[config.mk]
export PLATFORM = sky130hd
export DESIGN_NAME = rll27_stream_encoder_flat
export DESIGN_NICKNAME = d
export VERILOG_FILES = /design/src/rtl/rll27_stream_encoder_pkg.sv /design/src/rtl/rll27_stream_encoder_if.sv /design/src/rtl/rll27_stream_encoder_fifo.sv /design/src/rtl/rll27_stream_encoder.sv /design/src/flat_wrapper.sv
export SDC_FILE = /design/constraint.sdc
export NUM_CORES = 1
export LEC_CHECK = 0
export ABC_AREA = 1
export BUFFER_PORTS_ARGS = -buffer_cell sky130_fd_sc_hd__buf_4
export CAP_MARGIN = 5
export CORE_MARGIN = 2
export CORE_UTILIZATION = 65
export DETAILED_ROUTE_END_ITERATION = 10
export GPL_TIMING_DRIVEN = 1
export PLACE_DENSITY_LB_ADDON = 0.25
export SYNTH_ARGS = -nofsm -noshare
export SYNTH_HDL_FRONTEND = slang
export SYNTH_HIERARCHICAL = 1
export SYNTH_SLANG_ARGS = --single-unit
[constraint.sdc]
create_clock -name clk_i -period 8.25 [get_ports clk_i]
set_input_delay 0.825 -clock clk_i [delete_from_list [all_inputs] [get_ports clk_i]]
set_output_delay 0.825 -clock clk_i [all_outputs]
set_load 0.05 [all_outputs]
[src/rtl/rll27_stream_encoder_pkg.sv]
// RLL(2,7) encoder shared definitions: FSM encodings, code table and the
// prefix-free source-word decoder used by the encoder top.
package rll27_pkg;

    localparam logic [1:0] ST_IDLE  = 2'd0;
    localparam logic [1:0] ST_SHIFT = 2'd1;
    localparam logic [1:0] ST_FLUSH = 2'd2;

    typedef enum logic [1:0] {
        IDLE  = ST_IDLE,
        SHIFT = ST_SHIFT,
        FLUSH = ST_FLUSH
    } state_t;

    // Code words left-aligned in 8 bits, MSB emitted first
    localparam logic [7:0] CW_10   = 8'b0100_0000;
    localparam logic [7:0] CW_11   = 8'b1000_0000;
    localparam logic [7:0] CW_000  = 8'b0001_0000;
    localparam logic [7:0] CW_010  = 8'b1001_0000;
    localparam logic [7:0] CW_011  = 8'b0010_0000;
    localparam logic [7:0] CW_0010 = 8'b0010_0100;
    localparam logic [7:0] CW_0011 = 8'b0000_1000;

    localparam logic [3:0] CL_2 = 4'd4;
    localparam logic [3:0] CL_3 = 4'd6;
    localparam logic [3:0] CL_4 = 4'd8;
    localparam logic [2:0] SL_2 = 3'd2;
    localparam logic [2:0] SL_3 = 3'd3;
    localparam logic [2:0] SL_4 = 3'd4;

    typedef struct packed {
        logic [2:0] src_len;
        logic [7:0] code;
        logic [3:0] code_len;
    } word_t;

    function automatic logic [2:0] rll27_req_len(input logic [3:0] head);
        if (head[3])                 return SL_2;
        else if (head[2:1] == 2'b01) return SL_4;
        else                         return SL_3;
    endfunction

    function automatic word_t rll27_decode(input logic [3:0] head);
        word_t w;
        if (head[3]) begin
            w = '{SL_2, (head[2] ? CW_11 : CW_10), CL_2};
        end else begin
            case (head[2:1])
                2'b00:   w = '{SL_3, CW_000, CL_3};
                2'b10:   w = '{SL_3, CW_010, CL_3};
                2'b11:   w = '{SL_3, CW_011, CL_3};
                default: w = '{SL_4, (head[0] ? CW_0011 : CW_0010), CL_4};
            endcase
        end
        return w;
    endfunction

endpackage

[src/rtl/rll27_stream_encoder_if.sv]
// Handshake bundle of the RLL(2,7) encoder: serial data in, code bits out.
interface rll27_stream_encoder_if #(
    parameter int OUT_W = 8
) ();
    logic             data_i;
    logic             data_valid_i;
    logic             data_ready_o;
    logic             flush_i;
    logic             code_o;
    logic             code_valid_o;
    logic             code_ready_i;
    logic [OUT_W-1:0] data_o;
    logic             busy_o;

    modport master (
        output data_i, data_valid_i, flush_i, code_ready_i,
        input  data_ready_o, code_o, code_valid_o, data_o, busy_o
    );

    modport slave (
        input  data_i, data_valid_i, flush_i, code_ready_i,
        output data_ready_o, code_o, code_valid_o, data_o, busy_o
    );
endinterface

[src/rtl/rll27_stream_encoder_fifo.sv]
// 1-bit wide FIFO with a 4-bit head peek window and a 0..4 bit pop per cycle.
module rll_bit_fifo #(
    parameter int DEPTH = 8
) (
    input  logic                     clk_i,
    input  logic                     arst_i,
    input  logic                     push_i,
    input  logic                     data_i,
    input  logic [2:0]               pop_len_i,
    output logic [3:0]               peek_o,
    output logic [$clog2(DEPTH):0]   count_o,
    output logic                     full_o
);
    localparam int AW = $clog2(DEPTH);

    logic [DEPTH-1:0] mem_q;
    logic [AW-1:0]    wr_ptr_q, rd_ptr_q;
    logic [AW:0]      count_q;

    always_comb begin
        peek_o = '0;
        for (int unsigned i = 0; i < 4; i++) begin
            peek_o[3-i] = mem_q[rd_ptr_q + AW'(i)];
        end
    end

    assign count_o = count_q;
    assign full_o  = (count_q == (AW+1)'(DEPTH));

    always_ff @(posedge clk_i) begin
        if (push_i) mem_q[wr_ptr_q] <= data_i;
    end

    always_ff @(posedge clk_i or negedge arst_i) begin
        if (!arst_i) begin
            wr_ptr_q <= '0;
            rd_ptr_q <= '0;
            count_q  <= '0;
        end else begin
            wr_ptr_q <= wr_ptr_q + AW'(push_i);
            rd_ptr_q <= rd_ptr_q + AW'(pop_len_i);
            count_q  <= count_q + (AW+1)'(push_i) - (AW+1)'(pop_len_i);
        end
    end
endmodule

[src/rtl/rll27_stream_encoder.sv]
// RLL(2,7) rate-1/2 stream encoder: bit FIFO, word parser, code serialiser.
// Define RLL27_NRZI_EN to NRZI-precode code_o and the data_o history.
module rll27_stream_encoder
    import rll27_pkg::*;
#(
    parameter int DEPTH = 8,
    parameter int OUT_W = 8
) (
    input  logic                  clk_i,
    input  logic                  arst_i,
    rll27_stream_encoder_if.slave bus
);
    localparam int CW = $clog2(DEPTH) + 1;

    state_t           state_q, state_d;
    logic [7:0]       sr_q, sr_d;
    logic [3:0]       bits_q, bits_d;
    logic             flush_q, flush_d;
    logic [OUT_W-1:0] hist_q, hist_d;

    logic [3:0]    peek, head;
    logic [CW-1:0] fifo_cnt, cnt_next;
    logic          fifo_full, data_ready, push, shifting, accept, last;
    logic          dec_ok, pad_ok, load, out_bit;
    logic [2:0]    pop_len;
    word_t         word;

    rll_bit_fifo #(.DEPTH(DEPTH)) u_fifo (
        .clk_i     (clk_i),
        .arst_i    (arst_i),
        .push_i    (push),
        .data_i    (bus.data_i),
        .pop_len_i (pop_len),
        .peek_o    (peek),
        .count_o   (fifo_cnt),
        .full_o    (fifo_full)
    );

`ifdef RLL27_NRZI_EN
    logic level_q;
    assign out_bit = level_q ^ sr_q[7];
    always_ff @(posedge clk_i or negedge arst_i) begin
        if (!arst_i)     level_q <= 1'b0;
        else if (accept) level_q <= out_bit;
    end
`else
    assign out_bit = sr_q[7];
`endif

    assign data_ready = arst_i && !fifo_full && !flush_q;
    assign push       = bus.data_valid_i && data_ready;
    assign shifting   = (state_q == SHIFT);
    assign accept     = shifting && bus.code_ready_i;
    assign last       = accept && (bits_q == 4'd1);

    always_comb begin
        // Bits beyond the FIFO count are zeroed so a flushed tail decodes as its padded word
        head = peek;
        if (fifo_cnt < CW'(4)) head[0] = 1'b0;
        if (fifo_cnt < CW'(3)) head[1] = 1'b0;
        if (fifo_cnt < CW'(2)) head[2] = 1'b0;
        dec_ok = (fifo_cnt != '0) && (fifo_cnt >= CW'(rll27_req_len(peek)));
        pad_ok = flush_q && (fifo_cnt != '0) && !dec_ok;
        word   = rll27_decode(head);
        load   = (!shifting || last) && (dec_ok || pad_ok);

        pop_len = 3'd0;
        if (load) pop_len = dec_ok ? word.src_len : 3'(fifo_cnt);
        cnt_next = fifo_cnt + CW'(push) - CW'(pop_len);

        sr_d   = sr_q;
        bits_d = bits_q;
        if (load) begin
            sr_d   = word.code;
            bits_d = word.code_len;
        end else if (accept) begin
            sr_d   = {sr_q[6:0], 1'b0};
            bits_d = bits_q - 4'd1;
        end

        flush_d = (flush_q || (bus.flush_i && ((fifo_cnt != '0) || push)))
                  && (cnt_next != '0);

        if (load || (shifting && !last)) state_d = SHIFT;
        else if (flush_d)                state_d = FLUSH;
        else                             state_d = IDLE;

        hist_d = accept ? {hist_q[OUT_W-2:0], out_bit} : hist_q;
    end

    always_ff @(posedge clk_i or negedge arst_i) begin
        if (!arst_i) begin
            state_q <= IDLE;
            sr_q    <= '0;
            bits_q  <= '0;
            flush_q <= 1'b0;
            hist_q  <= '0;
        end else begin
            state_q <= state_d;
            sr_q    <= sr_d;
            bits_q  <= bits_d;
            flush_q <= flush_d;
            hist_q  <= hist_d;
        end
    end

    assign bus.data_ready_o = data_ready;
    assign bus.code_o       = shifting && out_bit;
    assign bus.code_valid_o = shifting;
    assign bus.data_o       = hist_q;
    assign bus.busy_o       = (fifo_cnt != '0) || shifting || flush_q;
endmodule

[src/flat_wrapper.sv]
// flat-port wrapper written by rule: the top's interface ports become plain ports
module rll27_stream_encoder_flat import rll27_pkg::*;
#(
    parameter int DEPTH = 8,
    parameter int OUT_W = 8
)
  (clk_i, arst_i, bus_data_i, bus_data_valid_i, bus_flush_i, bus_code_ready_i, bus_data_ready_o, bus_code_o, bus_code_valid_o, bus_data_o, bus_busy_o);
  rll27_stream_encoder_if #(.OUT_W(OUT_W)) bus_i ();
  input  logic clk_i;
  input  logic arst_i;
  input wire logic [$bits(bus_i.data_i)-1:0] bus_data_i;
  input wire logic [$bits(bus_i.data_valid_i)-1:0] bus_data_valid_i;
  input wire logic [$bits(bus_i.flush_i)-1:0] bus_flush_i;
  input wire logic [$bits(bus_i.code_ready_i)-1:0] bus_code_ready_i;
  output wire logic [$bits(bus_i.data_ready_o)-1:0] bus_data_ready_o;
  output wire logic [$bits(bus_i.code_o)-1:0] bus_code_o;
  output wire logic [$bits(bus_i.code_valid_o)-1:0] bus_code_valid_o;
  output wire logic [$bits(bus_i.data_o)-1:0] bus_data_o;
  output wire logic [$bits(bus_i.busy_o)-1:0] bus_busy_o;
  assign bus_i.data_i = bus_data_i;
  assign bus_i.data_valid_i = bus_data_valid_i;
  assign bus_i.flush_i = bus_flush_i;
  assign bus_i.code_ready_i = bus_code_ready_i;
  assign bus_data_ready_o = bus_i.data_ready_o;
  assign bus_code_o = bus_i.code_o;
  assign bus_code_valid_o = bus_i.code_valid_o;
  assign bus_data_o = bus_i.data_o;
  assign bus_busy_o = bus_i.busy_o;
  rll27_stream_encoder #(.DEPTH(DEPTH), .OUT_W(OUT_W)) u_core (.clk_i(clk_i), .arst_i(arst_i), .bus(bus_i));
endmodule
==> results of run 1 <==
==> logic make-up (layout without fill, tap and decap cells) <==
logic type      Yosys count  count (layout)  share of synthesized area
compound gates           18              18                     0.0410
xor+xnor                  6               6                     0.0196
fa+ha+maj                25              25                      0.125
buf+inv                  60              78                     0.0998
flops                    39              39                      0.379
simple gates            196             196                      0.336
==> metrics by stage <==
step | utilization | power, mW | instances
after floorplan | - | 0.914 | 344
after global placement | 0.705 | 1.02 | 404
after detailed placement | 0.705 | 1.06 | 404
after CTS | 0.732 | 1.22 | 412
after global routing | 0.732 | 1.34 | 412
final | 0.732 | 1.22 | 412
==> layout by cell type (no fill, tap or decap), types with 4 or more instances in the layout <==
cell	Yosys	routed
nand3_1	45	45
xnor2_1	4	4
nand3_2	4	4
inv_1	50	50
nand2_1	100	100
ha_1	22	22
nand2_2	11	11
buf_4	1	17
dfrtp_1	31	31
nor2_1	24	24
o21ai_0	6	6
a21oi_1	5	5
clkbuf_8	0	5
edfxtp_1	8	8
==> routing by layer <==
metal / GRT usage / part of all wire / wire length [um] / vias up
met5: 0 / 0 / 0 / -
met4: 0.100 / 0.016 / 83 / 0
met3: 0.0395 / 0.031 / 162 / 8
met2: 0.398 / 0.47 / 2440 / 29
met1: 0.348 / 0.49 / 2540 / 1006
li1: - / - / - / 1119
==> power groups by stage <==
stage / Sequential [mW] / Clock [mW] / Combinational, mW
floorplan: 0.358 / 0 / 0.556
global placement: 0.337 / 0 / 0.688
detailed placement: 0.341 / 0 / 0.718
CTS: 0.336 / 0.164 / 0.724
global route: 0.348 / 0.170 / 0.823
finish: 0.338 / 0.159 / 0.726
==> flip-flops by register name, indices dropped and copies added (netlist names) <==
signal	flops
u_core/state_q	2
u_core/flush_q	1
u_core/u_fifo/mem_q	8
u_core/bits_q	4
u_core/bus.data_o	8
u_core/u_fifo/count_o	4
u_core/u_fifo/rd_ptr_q	3
u_core/u_fifo/wr_ptr_q	3
u_core/sr_q	6
==> final cells by class <==
| type | count | area (um2) | share of cell area |
|---|---|---|---|
| multi-input cells | 245 | 1400 | 0.478 |
| flip-flops and latches | 39 | 1020 | 0.347 |
| inverters | 53 | 214 | 0.0730 |
| repair buffers | 17 | 128 | 0.0436 |
| clock buffers | 6 | 72.6 | 0.0248 |
| well taps | 50 | 62.6 | 0.0214 |
| clock inverters | 2 | 36.3 | 0.0124 |
==> how the worst max path moves through the flow <==
stage	slack [ps]	endpoint	cells after the start	from
2_1_floorplan	4360	u_core/state_q[1]$_DFF_PN0_	27	u_core/u_fifo/rd_ptr_q[0]$_DFF_PN0_
3_3_place_gp	3820	u_core/state_q[1]$_DFF_PN0_	25	u_core/u_fifo/rd_ptr_q[0]$_DFF_PN0_
3_5_place_dp	3590	u_core/flush_q$_DFF_PN0_	25	u_core/u_fifo/rd_ptr_q[0]$_DFF_PN0_
4_1_cts	3580	u_core/flush_q$_DFF_PN0_	25	u_core/u_fifo/rd_ptr_q[0]$_DFF_PN0_
5_1_grt	3130	u_core/flush_q$_DFF_PN0_	25	u_core/u_fifo/rd_ptr_q[0]$_DFF_PN0_
6_report	3540	u_core/flush_q$_DFF_PN0_	25	u_core/u_fifo/rd_ptr_q[0]$_DFF_PN0_
==> summary by stage, run 1 <==
Outcome
The run finished with clean final reports.

Cells and area
The share of layout cells above drive strength 1 is 0.141. The area growth from synthesis to layout is 9.14%. The layout filler cell count is 303.

In the final design database the tool counted around 390 nets. 0 antenna diodes ended up in the layout. The cell area after layout is 2930 um2.

Detailed routing
The final wirelength is roughly 5200 um. The average wire per standard cell is 12.7 um. The first detailed-routing pass ran for 4 iterations. After detailed routing, the number of remaining DRC violations is 0. Summing over every cut layer, the via total after detailed routing is roughly 2200.

The via density per instance is 5.25. After the first detailed-routing iteration, the DRC count stood at approximately 200. The antenna violation net count after detailed routing is 0.

Clocking
The clock net sink count is 39. After clock tree synthesis, the setup repair step added 0 buffers. For the worst-skew pair, the clock arrives at the later sink with an insertion delay of a little under 300 ps. The clock edge transition at the registers on the reported setup and hold paths is 80 ps. The number of buffers added to fix hold violations after cts is 0. The post-cts repair resize count is 0.

The clock buffer count from CTS is 5. The TritonCTS clock tree is done. In this run the number of H-tree levels came out at 2. The maximum clock insertion buffer count is 2. The cell at the root of the clock tree is clkbuf_8.

Global routing
The via count of the first global-routing pass is ~2000. The all-layer global routing usage is 0.252. The first-pass GRT wire length is 8690 um. The residual overflow from global routing is 0.

Entering global routing, the biggest net connects 33 pins. The initial antenna violation count is 0.

Timing
The final-layout setup total negative slack is 0 ps. The number of slew-limit violations in the final report is 0. Clock skew on the completed layout was measured at roughly 5.3 ps. Of the available clock period, the critical path in the final layout requires 0.571. Derived from the worst setup path, the maximum achievable clock frequency is 212 MHz. The headroom to the max-slew limit is 0.512. The hold violation count in the final report is 0. The post-layout minimum cycle time is roughly 4700 ps. The actual slew at the worst max-slew pin is between 700 and 800 ps. Setup repair after global routing left no endpoint under its margin. Final hold analysis gives a worst-case slack of 449 ps. Setup violations remaining at the end of the flow were counted as 0. The post-layout worst setup margin is approximately 3500 ps.

Synth
Sorting the synthesized cells by how often they occur yields nand2_1, inv_1, nand3_1. The share of synthesized area in the top cell type comes to 0.289. The per-instance average area after synthesis is slightly below 8 um2. The register bit total from synthesis is 39. The share of async-settable or async-resettable flops after synthesis is 0.795.

The most frequently used cell type in the post-synthesis netlist is nand2_1. For this run, the number of Yosys warnings is 6. The synthesized netlist occupies a cell area of 2680 um2. Counting flops with a built-in enable in the synthesized netlist gives 8. Sorting the synthesized cells by area gives the leading types as dfrtp_1, nand2_1, ha_1.

The library cell occupying the most area in the post-synthesis netlist is dfrtp_1. The sequential fraction of the synthesis area is 0.379. Synthesis produced approximately 340 cells.

The dominant synthesized flop cell is dfrtp_1. Synthesis instantiated 33 different standard cells from the library. Synthesis produced a netlist with a net count of roughly 380.

Placed design
At the end of routability-driven placement, the weighted congestion stood at about 0.84. Buffers placed on the I/O ports in this run total 17. The wire-length estimate of the detail-placed layout is slightly above 4000 um. The placed cell area is about 2800 um2. The post-place setup slack is 3590 ps.

Pwr
The share of total power dissipated in sequential elements is 0.276. VDD sags by at most around 0.00024 V. Internal power comes to 0.611 mW. The cell area power density is around 420 nW/um2. The share of total power dissipated in the clock network is 0.130.

The net switching power is 0.612 mW. Of the total power, the share spent switching nets is 0.501. The leakage power total is between 1.5 and 2 nW. Of the total power, combinational logic draws 0.594.

Job
The number of maximum-capacitance violations is 0.

Setup path
Data on the critical path is required at its endpoint by between 8000 and 9000 ps. Counting cells, the worst reg-to-reg path comes to 25. The gate family responsible for the most delay along the worst path is simple AND/OR/NAND/NOR gates.

The origin of the critical flop-to-flop path is u_core/u_fifo/rd_ptr_q[0]$_DFF_PN0_. The largest single stage delay on the critical path is between 600 and 700 ps. The worst register-to-register path ends at u_core/flush_q$_DFF_PN0_. The critical path buffer and inverter count is 7.

The worst-path cell with the longest stage delay is dfrtp_1. Counting stages on the worst path, the most repeated cell is inv_1. The startpoint-to-endpoint class of the critical path is flop to flop. The highest fanout seen on the critical path is 21. STA puts the critical path data arrival time at roughly 4900 ps. For flop-to-flop paths, the worst setup slack is 3540 ps. The kind of capture point of the worst setup path is a flop. STA classifies the critical path startpoint as a flop.

Floorplanning
Measured along the y axis, the die boundary spans between 60 and 70 um. The width of the die is 68.3 um. The die covers about 4700 um2. The number of I/O pins is 18. For this configuration, the core starts out at a cell density of 0.671. The core region is between 4000 and 5000 um2. The site row count is 23.

Worst hold path
The worst hold-check path type is input pin to asynchronous set/reset pin.
Power figures use the tool's default switching activity.
==> run 2: changes to the inputs <==
--- a/config.mk
+++ b/config.mk
@@ -9,7 +9,7 @@
 export BUFFER_PORTS_ARGS = -buffer_cell sky130_fd_sc_hd__buf_4
 export CAP_MARGIN = 5
 export CORE_MARGIN = 2
-export CORE_UTILIZATION = 65
+export CORE_UTILIZATION = 55
 export DETAILED_ROUTE_END_ITERATION = 10
 export GPL_TIMING_DRIVEN = 1
 export PLACE_DENSITY_LB_ADDON = 0.25
==> constraint.sdc (replaced) <==
create_clock -name clk_i -period 3.9 [get_ports clk_i]
set_input_delay 0.39 -clock clk_i [delete_from_list [all_inputs] [get_ports clk_i]]
set_output_delay 0.39 -clock clk_i [all_outputs]
set_load 0.05 [all_outputs]
==> run 2 against run 1 <==
Critical path depth up 3. Cell area up 10%. Total power up 140%. Worst hold slack worse by 420 ps. Cell count up 7.8%. Sequential cell count unchanged. Global-route usage down 3.6 points. Register-to-register slack worse by 3400 ps. Count of clock-buffer cells in the layout up 1. Sequential power up 110%. Clock power up 64%. Critical path type unchanged. Critical endpoint is now u_core/state_q[1]$_DFF_PN0_. Largest cell class unchanged. Highest routed layer unchanged.
==> summary by stage, run 2 (same netlist as run 1, synthesis figures left out) <==
Detailed routing
For this block, the initial DRC count from the detailed router was between 200 and 250. The via density per instance is 5.11. The average wire per standard cell is 13.0 um.

The DRC violation count after routing is 0. The detailed router placed ~2300 vias in this run. The antenna violation net count after detailed routing is 0. The number of iterations in the first detailed-routing pass is 4. After detailed routing, the total wire length is about 5800 um.

Setup path
The critical path contains buffers and inverters numbering 7 combined. In this run the register-to-register setup slack is ~100 ps. Among cell families on the critical path, the largest total delay comes from simple AND/OR/NAND/NOR gates. Measured in cells, the most critical reg-to-reg path has a length of 28. The origin of the critical flop-to-flop path is u_core/u_fifo/rd_ptr_q[0]$_DFF_PN0_. The nature of the critical path startpoint is a flop. The cell depth of the worst setup path is 28. The highest fanout seen on the critical path is 6.

The worst-path cell with the longest stage delay is fa_1. The startpoint-to-endpoint class of the critical path is flop to flop. The source of the critical timing path is u_core/u_fifo/rd_ptr_q[0]$_DFF_PN0_. The endpoint identified for the worst register-to-register timing path is u_core/state_q[1]$_DFF_PN0_.

STA puts the critical path data required time at between 4000 and 5000 ps. The capture point of the critical path is u_core/state_q[1]$_DFF_PN0_. In this design, the stage delay of the slowest critical-path cell is 470 ps. The worst endpoint data arrival time is 3970 ps. The kind of capture point of the worst setup path is a flop.

Floorplanning
Row generation in the floorplan step produced 25 rows. In this run the count of I/O pins placed on the die edge is 18. The floorplan step defined a die boundary enclosing 5450 um2. The die height is approximately 74 um. The effective utilization at floorplan is 0.568.

The width of the die is between 70 and 80 um. The total core area is 4720 um2.

Clocking
The clock buffer count from CTS is 5. For the worst-skew pair, the clock arrives at the later sink with an insertion delay of 290 ps. The maximum clock insertion buffer count is 2. The cell sitting at the root of the clock tree is a clkbuf_8. The clock tree synthesis step divided the H-tree into 2 levels.

The clock edge transition at the registers on the reported setup and hold paths is roughly 80 ps. The TritonCTS clock tree is done. The clock drives 39 sinks.

Timing
The number of slew-limit violations in the final report is 0. The worst clock skew is ~6.4 ps. Of the available clock period, the critical path in the final layout requires 0.973. The hold violation count in the final report came to 0.

Headroom to the max-slew limit came out at 0.502. For this run, the top clock speed supported by timing is between 200 and 300 MHz. Adding up every negative setup slack in the final design gives 0 ps.

The clock period could shrink to roughly 3800 ps. Setup repair after global routing could not meet its margin everywhere. The actual slew at the worst max-slew pin is about 740 ps. The number of endpoints failing setup at the final stage is 0.

Global routing
The all-layer global routing usage is 0.216. The first global-routing pass estimated 9120 um of wire. The pin count of the biggest net entering global routing is 33. The via count of the first global-routing pass came to a little over 2000. For this run the aggregate overflow at the end of global routing stands at 0. The initial antenna violation count is 0.

Placed design
Input and output buffers added on the ports amount to 17. The final weighted congestion in routability-driven placement is ~0.81. After detailed placement, the total cell area comes to 2910 um2.

The post-detailed-placement half-perimeter wirelength is just over 4000 um.

Cells and area
The layout filler cell count is between 300 and 400. The library cell used most frequently in the layout, excluding fill and tap cells, is nand2_1. From synthesis to final layout, the design area changed by 20.0%. In the layout the commonest cells are nand2_1, inv_1, nand3_1. Of the cells placed in the final design, the portion with a size suffix greater than 1 is 0.268. The cell area after layout is around 3200 um2. The final layout contains 407 nets. The final core area utilization is 0.682. The number of diodes is 0.

Pwr
The largest vdd supply drop is a little under 0.0005 V. Summed over all cells, the static leakage comes to between 1.5 and 2 nW. The cell area power density is approximately 890 nW/um2.

Total power for the finished layout comes to around 2.9 mW.

Outcome
The run finished with clean final reports.

Job
Across the run, the number of max-cap violations was 0.

Worst hold path
The path class of the tightest hold or removal check is input pin to asynchronous set/reset pin.
## run 2: worst min-delay path by stage
| stage | from | endpoint | slack (ps) | cells past startpoint |
|---|---|---|---|---|
| global route | arst_i | u_core/sr_q[4]$_DFFE_PN0P_ | 70 | 1 |
| global placement | arst_i | u_core/u_fifo/rd_ptr_q[0]$_DFF_PN0_ | 360 | 1 |
| floorplan | arst_i | u_core/bits_q[0]$_DFFE_PN0P_ | 90 | 0 |
| detailed placement | arst_i | u_core/u_fifo/rd_ptr_q[1]$_DFF_PN0_ | 360 | 1 |
| finish | arst_i | u_core/sr_q[6]$_DFFE_PN0P_ | 30 | 1 |
| CTS | arst_i | u_core/sr_q[4]$_DFFE_PN0P_ | 50 | 1 |
## run 2: repair_timing
item / in CTS / in global routing
resized for setup: 6 / 46
endpoints found under the setup margin: 2 / 5
gates cloned: 0 / 1
setup buffers: 0 / 5
hold buffers: 0 / 0
pin swaps: 1 / 22
## run 2: per-layer routing
layer / GRT usage / wire length (um)
met3: 0.0329 / 239
met2: 0.335 / 2660
met4: 0.0667 / 149
met5: 0 / 0
met1: 0.310 / 2720
## run 2: power breakdown
group | leakage [nW] | internal, mW | switching [mW] | total, mW
Combinational | 1.15 | 0.746 | 1.17 | 1.92
Clock | 0.0422 | 0.126 | 0.134 | 0.260
Sequential | 0.462 | 0.547 | 0.151 | 0.698
## run 2: layout make-up
class                      instances  area [um2]  share of cell area
multi-input combinational        245        1570               0.487
sequential                        39        1020               0.316
timing repair buffer              32         249              0.0773
inverter                          53         221              0.0687
tap                               67        83.8              0.0260
clock buffer                       7        76.3              0.0237
clock inverter                     1        5.00             0.00155
## run 2: stage by stage
step                      worst slack [ps]  hold WS, ps  std cells
final                                  104         33.5        444
after global routing                  -147         69.8        444
after CTS                             15.6         48.9        438
after detailed placement              -140          359        430
after global placement                67.6          361        430
after floorplan                       10.3         94.4        344
## run 2: worst reg2reg max path, delay by kind of cell (launching register included)
| family | cells | cell delay, ps |
|---|---|---|
| AO/OA/AOI/OAI | 1 | 50 |
| AND/OR/NAND/NOR | 16 | 1480 |
| adder cells (fa/ha/maj) | 4 | 1170 |
| flip-flops | 1 | 440 |
| buffers and inverters | 7 | 540 |
